[config.mk]
export PLATFORM = sky130hd
export DESIGN_NAME = clk_div_prog
export DESIGN_NICKNAME = d
export VERILOG_FILES = /design/src/rtl/clk_div_pkg.sv /design/src/rtl/clk_div_odd_ext.sv /design/src/rtl/clk_div_prog.sv
export SDC_FILE = /design/constraint.sdc
export NUM_CORES = 1
export LEC_CHECK = 0
export BUFFER_PORTS_ARGS = -buffer_cell sky130_fd_sc_hd__buf_4
export CELL_PAD_IN_SITES_DETAIL_PLACEMENT = 0
export CELL_PAD_IN_SITES_GLOBAL_PLACEMENT = 1
export CORE_MARGIN = 5
export CORE_UTILIZATION = 39
export DETAILED_ROUTE_END_ITERATION = 16
export PLACE_DENSITY_LB_ADDON = 0.1
export SETUP_SLACK_MARGIN = 0.3
export SLEW_MARGIN = 20
export SYNTH_ARGS = -nofsm -noshare
export SYNTH_HDL_FRONTEND = slang
export SYNTH_SLANG_ARGS = --single-unit
[constraint.sdc]
create_clock -name clk_in -period 3.2 [get_ports clk_in]
set_clock_uncertainty 0.05 [all_clocks]
set_input_delay 0.16 -clock clk_in [delete_from_list [all_inputs] [get_ports clk_in]]
set_output_delay 0.16 -clock clk_in [all_outputs]
set_load 0.05 [all_outputs]
[src/rtl/clk_div_pkg.sv]
// rtl/clk_div_pkg.sv - shared constants and encodings for the programmable clock divider
package clk_div_pkg;

  // Default width of the ratio and period counter
  localparam int CNT_W_DEFAULT = 8;

  // Default ratio after reset
  localparam int DEF_DIV_DEFAULT = 2;

  // Smallest ratio the divider can realise (one cycle high, one low)
  localparam int MIN_DIV = 2;

  // Encoding of the div_err flag that accompanies div_ack
  typedef enum logic {
    DIV_ERR_NONE    = 1'b0,
    DIV_ERR_INVALID = 1'b1
  } div_err_e;

endpackage

[src/rtl/clk_div_odd_ext.sv]
// rtl/clk_div_odd_ext.sv - negedge half-cycle extension that squares up odd-ratio duty
module clk_div_odd_ext (
  input  logic clk_in,
  input  logic rst_n,
  input  logic odd_en,
  input  logic clk_pos,
  output logic clk_out
);

  logic ext_q;

  // Follow the posedge phase half a cycle late so the OR falls on a negedge
  always_ff @(negedge clk_in or negedge rst_n) begin
    if (!rst_n) begin
      ext_q <= 1'b0;
    end else begin
      ext_q <= clk_pos & odd_en;
    end
  end

  // ext_q is still high when clk_pos falls, so the OR cannot glitch low
  assign clk_out = clk_pos | ext_q;

endmodule

[src/rtl/clk_div_prog.sv]
// rtl/clk_div_prog.sv - runtime-programmable integer clock divider with glitch-free ratio change (optional ODD_DUTY50_EN)
module clk_div_prog
  import clk_div_pkg::*;
#(
  parameter int CNT_W   = CNT_W_DEFAULT,
  parameter int DEF_DIV = DEF_DIV_DEFAULT
) (
  input  logic             clk_in,
  input  logic             rst_n,
  input  logic             div_req,
  input  logic [CNT_W-1:0] div_val,
  output logic             div_ack,
  output logic             div_err,
  output logic [CNT_W-1:0] cur_div,
  output logic             clk_out,
  output logic             tick
);

  logic [CNT_W-1:0] cnt;
  logic [CNT_W-1:0] cnt_next;
  logic [CNT_W-1:0] n_next;
  logic             boundary;
  logic             req_take;
  logic             req_valid;
  logic             apply_req;
  logic             clk_pos;
  logic             clk_pos_next;

  // Boundary detection, request qualification and next-state of the period counter
  always_comb begin
    boundary     = (cnt == (cur_div - CNT_W'(1)));
    req_take     = div_req && !div_ack;
    req_valid    = (div_val >= CNT_W'(MIN_DIV));
    apply_req    = req_take && req_valid && boundary;
    n_next       = apply_req ? div_val : cur_div;
    cnt_next     = boundary ? '0 : (cnt + CNT_W'(1));
    clk_pos_next = (cnt_next < (n_next >> 1));
  end

  // Counter, active ratio, handshake and posedge clock phase
  always_ff @(posedge clk_in or negedge rst_n) begin
    if (!rst_n) begin
      cnt     <= CNT_W'(DEF_DIV - 1);
      cur_div <= CNT_W'(DEF_DIV);
      clk_pos <= 1'b0;
      tick    <= 1'b0;
      div_ack <= 1'b0;
      div_err <= DIV_ERR_NONE;
    end else begin
      cnt     <= cnt_next;
      cur_div <= n_next;
      clk_pos <= clk_pos_next;
      tick    <= boundary;
      div_ack <= apply_req || (req_take && !req_valid);
      div_err <= (req_take && !req_valid) ? DIV_ERR_INVALID : DIV_ERR_NONE;
    end
  end

`ifdef ODD_DUTY50_EN
  clk_div_odd_ext u_odd_ext (
    .clk_in  (clk_in),
    .rst_n   (rst_n),
    .odd_en  (cur_div[0]),
    .clk_pos (clk_pos),
    .clk_out (clk_out)
  );
`else
  assign clk_out = clk_pos;
`endif

endmodule

==> results of run 1 <==
[flip-flops by register name, indices dropped and copies added, names as in the netlist]
register / flops
cnt: 8
cur_div: 8
clk_out: 1
div_ack: 1
div_err: 1
tick: 1
[power by group]
| group | internal, W | switching (W) | total [W] |
|---|---|---|---|
| Combinational | 0.0000116 | 0.0000164 | 0.0000279 |
| Clock | 0.0000887 | 0.0000872 | 0.000176 |
| Sequential | 0.000253 | 0.0000000406 | 0.000253 |
[worst max-delay path, stage by stage (launching register included)]
cell and delay (ns):
dfrtp_2 0.41, or4_4 0.55, or4_4 0.48, a2111oi_4 0.47
buf_4 0.19, a221oi_2 0.05, ha_1 0.27, inv_1 0.03
or3_4 0.37, a221o_1 0.27, nand2_1 0.07, mux2i_1 0.06
[through the flow]
| stage | instances | setup TNS (ns) | setup slack, ns | cell area, um^2 | utilization, % |
|---|---|---|---|---|---|
| final | 263 | -0.194 | -0.194 | 2180 | 60.5 |
| after global routing | 263 | -0.316 | -0.316 | 2180 | 60.5 |
| after CTS | 262 | -0.199 | -0.199 | 2090 | 57.9 |
| after detailed placement | 250 | -0.345 | -0.345 | 1900 | 52.6 |
| after global placement | 250 | -0.247 | -0.247 | 1900 | 52.6 |
| after floorplan | 151 | -0.313 | -0.313 | 1440 | - |
[synthesized netlist by cell type (3+ instances only)]
| cell | n |
|---|---|
| nand2_1 | 9 |
| o211ai_1 | 4 |
| dfrtp_1 | 18 |
| and2_1 | 3 |
| ha_1 | 8 |
| o21ai_0 | 6 |
| a21oi_1 | 4 |
| nand2b_1 | 4 |
| xor2_1 | 7 |
| nor2_1 | 12 |
| a21o_1 | 3 |
| inv_1 | 5 |
| clkbuf_1 | 3 |
| a221o_1 | 5 |
| and3_1 | 5 |
| nand3_1 | 7 |
| xnor2_1 | 7 |
| o21a_1 | 3 |
| a221oi_1 | 4 |
[logic make-up (layout without fill, tap and decap cells)]
family | count (synthesis) | after routing | share of synthesized area, %
flip-flops | 20 | 20 | 35.0
XOR/XNOR | 14 | 14 | 8.54
multiplexers | 1 | 1 | 0.697
adder cells (fa/ha/maj) | 8 | 8 | 6.97
buffers and inverters | 9 | 73 | 2.35
AO/OA/AOI/OAI | 44 | 44 | 25.9
AND/OR/NAND/NOR | 55 | 55 | 20.6
[area by class of cell]
type	count	share of cell area [%]
Multi-Input combinational cell	122	48.6
Sequential cell	20	23.3
Clock buffer	4	2.07
Tap cell	48	2.75
Inverter	6	1.15
Timing Repair Buffer	63	22.1
[how the worst max path moves through the flow]
stage	slack, ns	end	startpoint
after floorplan	-0.31	clk_out$_DFF_PN0_	cur_div[0]$_DFFE_PN0P_
after global placement	-0.25	clk_out$_DFF_PN0_	cur_div[0]$_DFFE_PN0P_
after detailed placement	-0.35	clk_out$_DFF_PN0_	cur_div[0]$_DFFE_PN0P_
after CTS	-0.20	clk_out$_DFF_PN0_	cur_div[0]$_DFFE_PN0P_
after global routing	-0.32	clk_out$_DFF_PN0_	cur_div[1]$_DFF_PN1_
final	-0.19	clk_out$_DFF_PN0_	cur_div[2]$_DFF_PN0_
[routing by layer]
metal	wire length, um	GRT usage (%)
met4	78	5.64
met5	0	0
met1	2070	25.9
met2	2310	31.8
met3	230	1.70
[what timing repair did]
action | 4_1_cts | 5_1_grt
endpoints found under the hold margin | 20 | 0
endpoints found under the setup margin | 1 | 1
gates resized for setup | 14 | 19
hold buffers | 1 | 0
setup buffers | 7 | 1
pin swaps | 10 | 12
==> impl_metrics.tcl, run 1 <==
set metrics [dict create \
    status "finished with violations" \
    violations "negative setup slack" \
    r2r_cells 11 \
    ys_seq_area_share_pct 35.0 \
    ys_warn_count 0 \
    cts_buffer_depth 2 \
    root_buffer "clkbuf_8" \
    cp.arrival_ns 3.49 \
    cp.required_ns 3.30 \
    multi_input_area_mm2 0.00106 \
    drtIter0Drc 82 \
    antenna_found_initial 0 \
    vias 1457 \
    vias_per_cell 5.54 \
    final_common_cell "buf_4" \
    grt_usage_pct 19.0 \
    ant_nets 0 \
    crit_fanout 4 \
    syn_area_mm2 0.00144 \
    grt_pass1_wl_um 7590 \
    power_density_mw_per_mm2 209 \
    min_from "div_val[6]" \
    rrSetupSlack_ns -0.19 \
    die_y_um 70.7 \
    setup_viol 1 \
    worst_slack_ns -0.194 \
    finalCriticalPeriod_ns 3.39 \
    reg2reg_to "clk_out$_DFF_PN0_" \
    die-area_mm2 0.00500 \
    worstSetupPathType "reg2reg" \
    synth_nets 170 \
    drv_cap 0 \
    r2r-start "cur_div[2]$_DFF_PN0_" \
    post-route-drc-count 0 \
    dp_hpwl_um 3520 \
    grt_overflow_total 0 \
    slew_violations 0 \
    cts.sinks 20 \
    wl_per_cell_um 17.8 \
    synthArstFlopShare_pct 100 \
    final_cell_mix "60 x buf_4, 14 x dfrtp_1, 8 x nor2_1, 8 x nand2_1" \
    initial_core_util_pct 39.8 \
    diodes 0 \
    postSynthAreaPerCell_um2 9.51 \
    htreeDepth 1 \
    wirelength_um 4690 \
    dr.pass1.iters 4 \
    max_freq_ghz 0.295 \
    cts_buffers 3 \
    tightest_slew_ns 0.425 \
    grt_setup_unrepaired "yes" \
    num_io_pins 23 \
    worstHoldPathCells 2 \
    final_nets 235 \
    grt_pass1_vias 1499 \
    clk_latency_ns 0.26 \
    synth_enable_flop_cells 0 \
    end_kind "flip-flop" \
    rows 22 \
    finalHoldViolations 0 \
    core_area_mm2 0.00361 \
    total_power_w 0.000457 \
    min_to "cur_div[6]$_DFF_PN0_" \
    synthTopCellsByArea "dfrtp_1 31%, ha_1 7.0%, xnor2_1 4.3%, xor2_1 4.3%, dfstp_2 3.7%" \
    synthCells 151 \
    yosys.area.top_type "dfrtp_1" \
    register_area_um2 508 \
    vdd_drop_max_v 0.000143 \
    finalCritPeriodShare_pct 106 \
    fp.dieW_um 70.7 \
    gp_congestion 0.849 \
    crit_path_start_kind "flip-flop" \
    n_fill_cell 329 \
    hold_class "in2reg" \
    p_leak_nw 0.943 \
    ys.flop_type "dfrtp_1" \
    synth_cell_type_count 45 \
    cts_tree "built" \
    clk_pin_slew_ns 0.08 \
    io_buffers 22 \
    grt_max_degree 21 \
    synth_top_area_share_pct 31.4 \
    holdWs_ns 0.111 \
    layout-drive-gt1-share_pct 47.0 \
    relSlewSlack_pct 71.7 \
    area_growth_pct 51.8 \
    synth-seq-cells 20 \
]
No activity file was read; power rests on OpenSTA's default activity.
==> run 2, diff against run 1 <==
--- a/config.mk
+++ b/config.mk
@@ -12,6 +12,7 @@
 export CORE_UTILIZATION = 39
 export DETAILED_ROUTE_END_ITERATION = 16
 export PLACE_DENSITY_LB_ADDON = 0.1
+export RECOVER_POWER = 100
 export SETUP_SLACK_MARGIN = 0.3
 export SLEW_MARGIN = 20
 export SYNTH_ARGS = -nofsm -noshare
==> constraint.sdc (replaced) <==
create_clock -name clk_in -period 2.76 [get_ports clk_in]
set_clock_uncertainty 0.05 [all_clocks]
set_input_delay 0.138 -clock clk_in [delete_from_list [all_inputs] [get_ports clk_in]]
set_output_delay 0.138 -clock clk_in [all_outputs]
set_load 0.05 [all_outputs]
==> run 2 against run 1 <==
  * Combinational power grew 13%
  * Global-route usage up 0.88 points
  * Sequential share of layout area is 0.72 points higher
  * Sequential cell count did not move
  * The flow still finishes with violations (negative setup slack)
  * Largest power group unchanged
  * Clock power is 34% higher
  * Wire length is 0.70% lower
  * Hold slack got worse by 0.032 ns
==> impl_metrics.tcl, run 2 (synthesis gave the netlist of run 1 again) <==
set metrics [dict create \
    status "finished with violations" \
    violations "negative setup slack" \
    grt_max_degree 21 \
    internal_power_w 0.000433 \
    grt_setup_unrepaired "yes" \
    cp.required_ns 2.87 \
    die-area_mm2 0.00500 \
    clk_pin_slew_ns 0.08 \
    num_io_pins 23 \
    final_cells 270 \
    grt_pass1_wl_um 7820 \
    min_from "div_val[5]" \
    crit_path_cell_trace "or4_4, or4_4, a2111oi_4, buf_4, a221oi_2, ha_1, nand2_2, or3_4, a221o_1, nand2_1, mux2i_1" \
    relSlewSlack_pct 25.6 \
    grt_usage_pct 19.8 \
    cts_buffers 3 \
    post-route-drc-count 0 \
    drtIter0Drc 97 \
    register_area_um2 508 \
    setup_viol 1 \
    r2r-start "cur_div[0]$_DFFE_PN0P_" \
    dp_hpwl_um 3570 \
    switching_share_pct 22.6 \
    slowest_stage "or4_4" \
    final_common_cell "buf_4" \
    cts_tree "built" \
    cpPeakStageDelay_ns 0.56 \
    core_area_mm2 0.00361 \
    finalCriticalPeriod_ns 3.40 \
    finalHoldViolations 0 \
    worstSetupPathType "reg2reg" \
    crit_path_start_kind "flip-flop" \
    htreeDepth 1 \
    cts_buffer_depth 2 \
    diodes 0 \
    grt_overflow_total 0 \
    layout_top_registers "cnt x8, cur_div x8" \
    initial_core_util_pct 39.8 \
    hold_class "in2reg" \
    power_density_mw_per_mm2 264 \
    r2r_cells 11 \
    max_freq_ghz 0.294 \
    reg2reg_to "clk_out$_DFF_PN0_" \
    power_frac_clock_pct 42.0 \
    worstHoldPathCells 2 \
    vias 1484 \
    ant_nets 0 \
    root_buffer "clkbuf_8" \
    dr.pass1.iters 4 \
    io_buffers 22 \
    final_cell_mix "54 x buf_4, 14 x dfrtp_1, 13 x clkbuf_1" \
    finalCritPeriodShare_pct 123 \
    area_growth_pct 47.3 \
    p_seq_share_pct 52.4 \
    holdWs_ns 0.0783 \
    switching_power_w 0.000126 \
    p_comb_share_pct 5.7 \
    worst_slack_ns -0.641 \
    die_y_um 70.7 \
    vias_per_cell 5.50 \
    gp_congestion 0.898 \
    crit_fanout 4 \
    layout-drive-gt1-share_pct 38.7 \
    slew_violations 0 \
    cts.sinks 20 \
    crit_top_cell "or4_4" \
    min_to "cur_div[5]$_DFF_PN0_" \
    rrSetupSlack_ns -0.64 \
    drv_cap 0 \
    final_nets 242 \
    rows 22 \
    cp.arrival_ns 3.51 \
    fp.dieW_um 70.7 \
    end_kind "flip-flop" \
    n_fill_cell 325 \
    tightest_slew_ns 1.12 \
    wl_per_cell_um 17.2 \
    wirelength_um 4650 \
    p_leak_nw 0.952 \
    multi_input_area_um2 983 \
    antenna_found_initial 0 \
    vdd_drop_max_v 0.000154 \
    clk_latency_ns 0.27 \
    grt_pass1_vias 1568 \
    dp.cells 258 \
]
run 2: final cells by class:
type | count | area share (%)
Clock buffer | 4 | 2.60
Multi-Input combinational cell | 122 | 46.5
Timing Repair Buffer | 70 | 23.0
Sequential cell | 20 | 24.0
Inverter | 6 | 1.06
Tap cell | 48 | 2.84
run 2: repair_timing:
action / 4_1_cts / 5_1_grt
setup endpoints to repair: 5 / 6
setup buffers: 5 / 2
hold buffers: 1 / 0
gates resized for setup: 14 / 4
hold endpoints to repair: 20 / 0
gates cloned: 0 / 0
pin swaps: 7 / 1
run 2: per-stage QoR:
stage	TNS [ns]	utilization [%]	total power [W]	setup slack, ns	instance area, um^2
final	-0.641	58.7	0.000559	-0.641	2120
after global routing	-0.784	58.7	0.000577	-0.759	2120
after detailed placement	-0.715	54.2	0.000329	-0.715	1960
after global placement	-0.615	54.2	0.000329	-0.615	1960
after floorplan	-0.753	-	0.000306	-0.753	1440
after CTS	-0.605	59.3	0.000564	-0.605	2140
run 2: worst max-delay path by stage:
stage,start,to,slack (ns)
floorplan,cur_div[0]$_DFFE_PN0P_,clk_out$_DFF_PN0_,-0.75
global placement,cur_div[0]$_DFFE_PN0P_,clk_out$_DFF_PN0_,-0.62
detailed placement,cur_div[0]$_DFFE_PN0P_,clk_out$_DFF_PN0_,-0.72
CTS,cur_div[0]$_DFFE_PN0P_,clk_out$_DFF_PN0_,-0.60
global route,cur_div[0]$_DFFE_PN0P_,clk_out$_DFF_PN0_,-0.76
finish,cur_div[0]$_DFFE_PN0P_,clk_out$_DFF_PN0_,-0.64
run 2: critical path: cells and delay by family (launching register included):
| kind | cells | cell delay [ns] |
|---|---|---|
| simple gates | 5 | 1.54 |
| compound gates | 3 | 0.70 |
| flops | 1 | 0.41 |
| fa+ha+maj | 1 | 0.33 |
| buf+inv | 1 | 0.20 |
| mux | 1 | 0.06 |
run 2: power groups by stage:
stage	clock network (W)	logic [W]	registers, W
3_3_place_gp	0	0.0000306	0.000299
2_1_floorplan	0	0.00000667	0.000299
6_report	0.000235	0.0000316	0.000293
3_5_place_dp	0	0.0000305	0.000299
4_1_cts	0.000239	0.0000323	0.000293
5_1_grt	0.000248	0.0000356	0.000293
run 2: routing by layer:
layer	up-vias	routed length (um)	global-route usage [%]
met2	54	2150	30.3
li1	719	-	-
met1	696	2010	26.9
met5	-	0	0
met4	0	140	9.19
met3	15	361	3.98
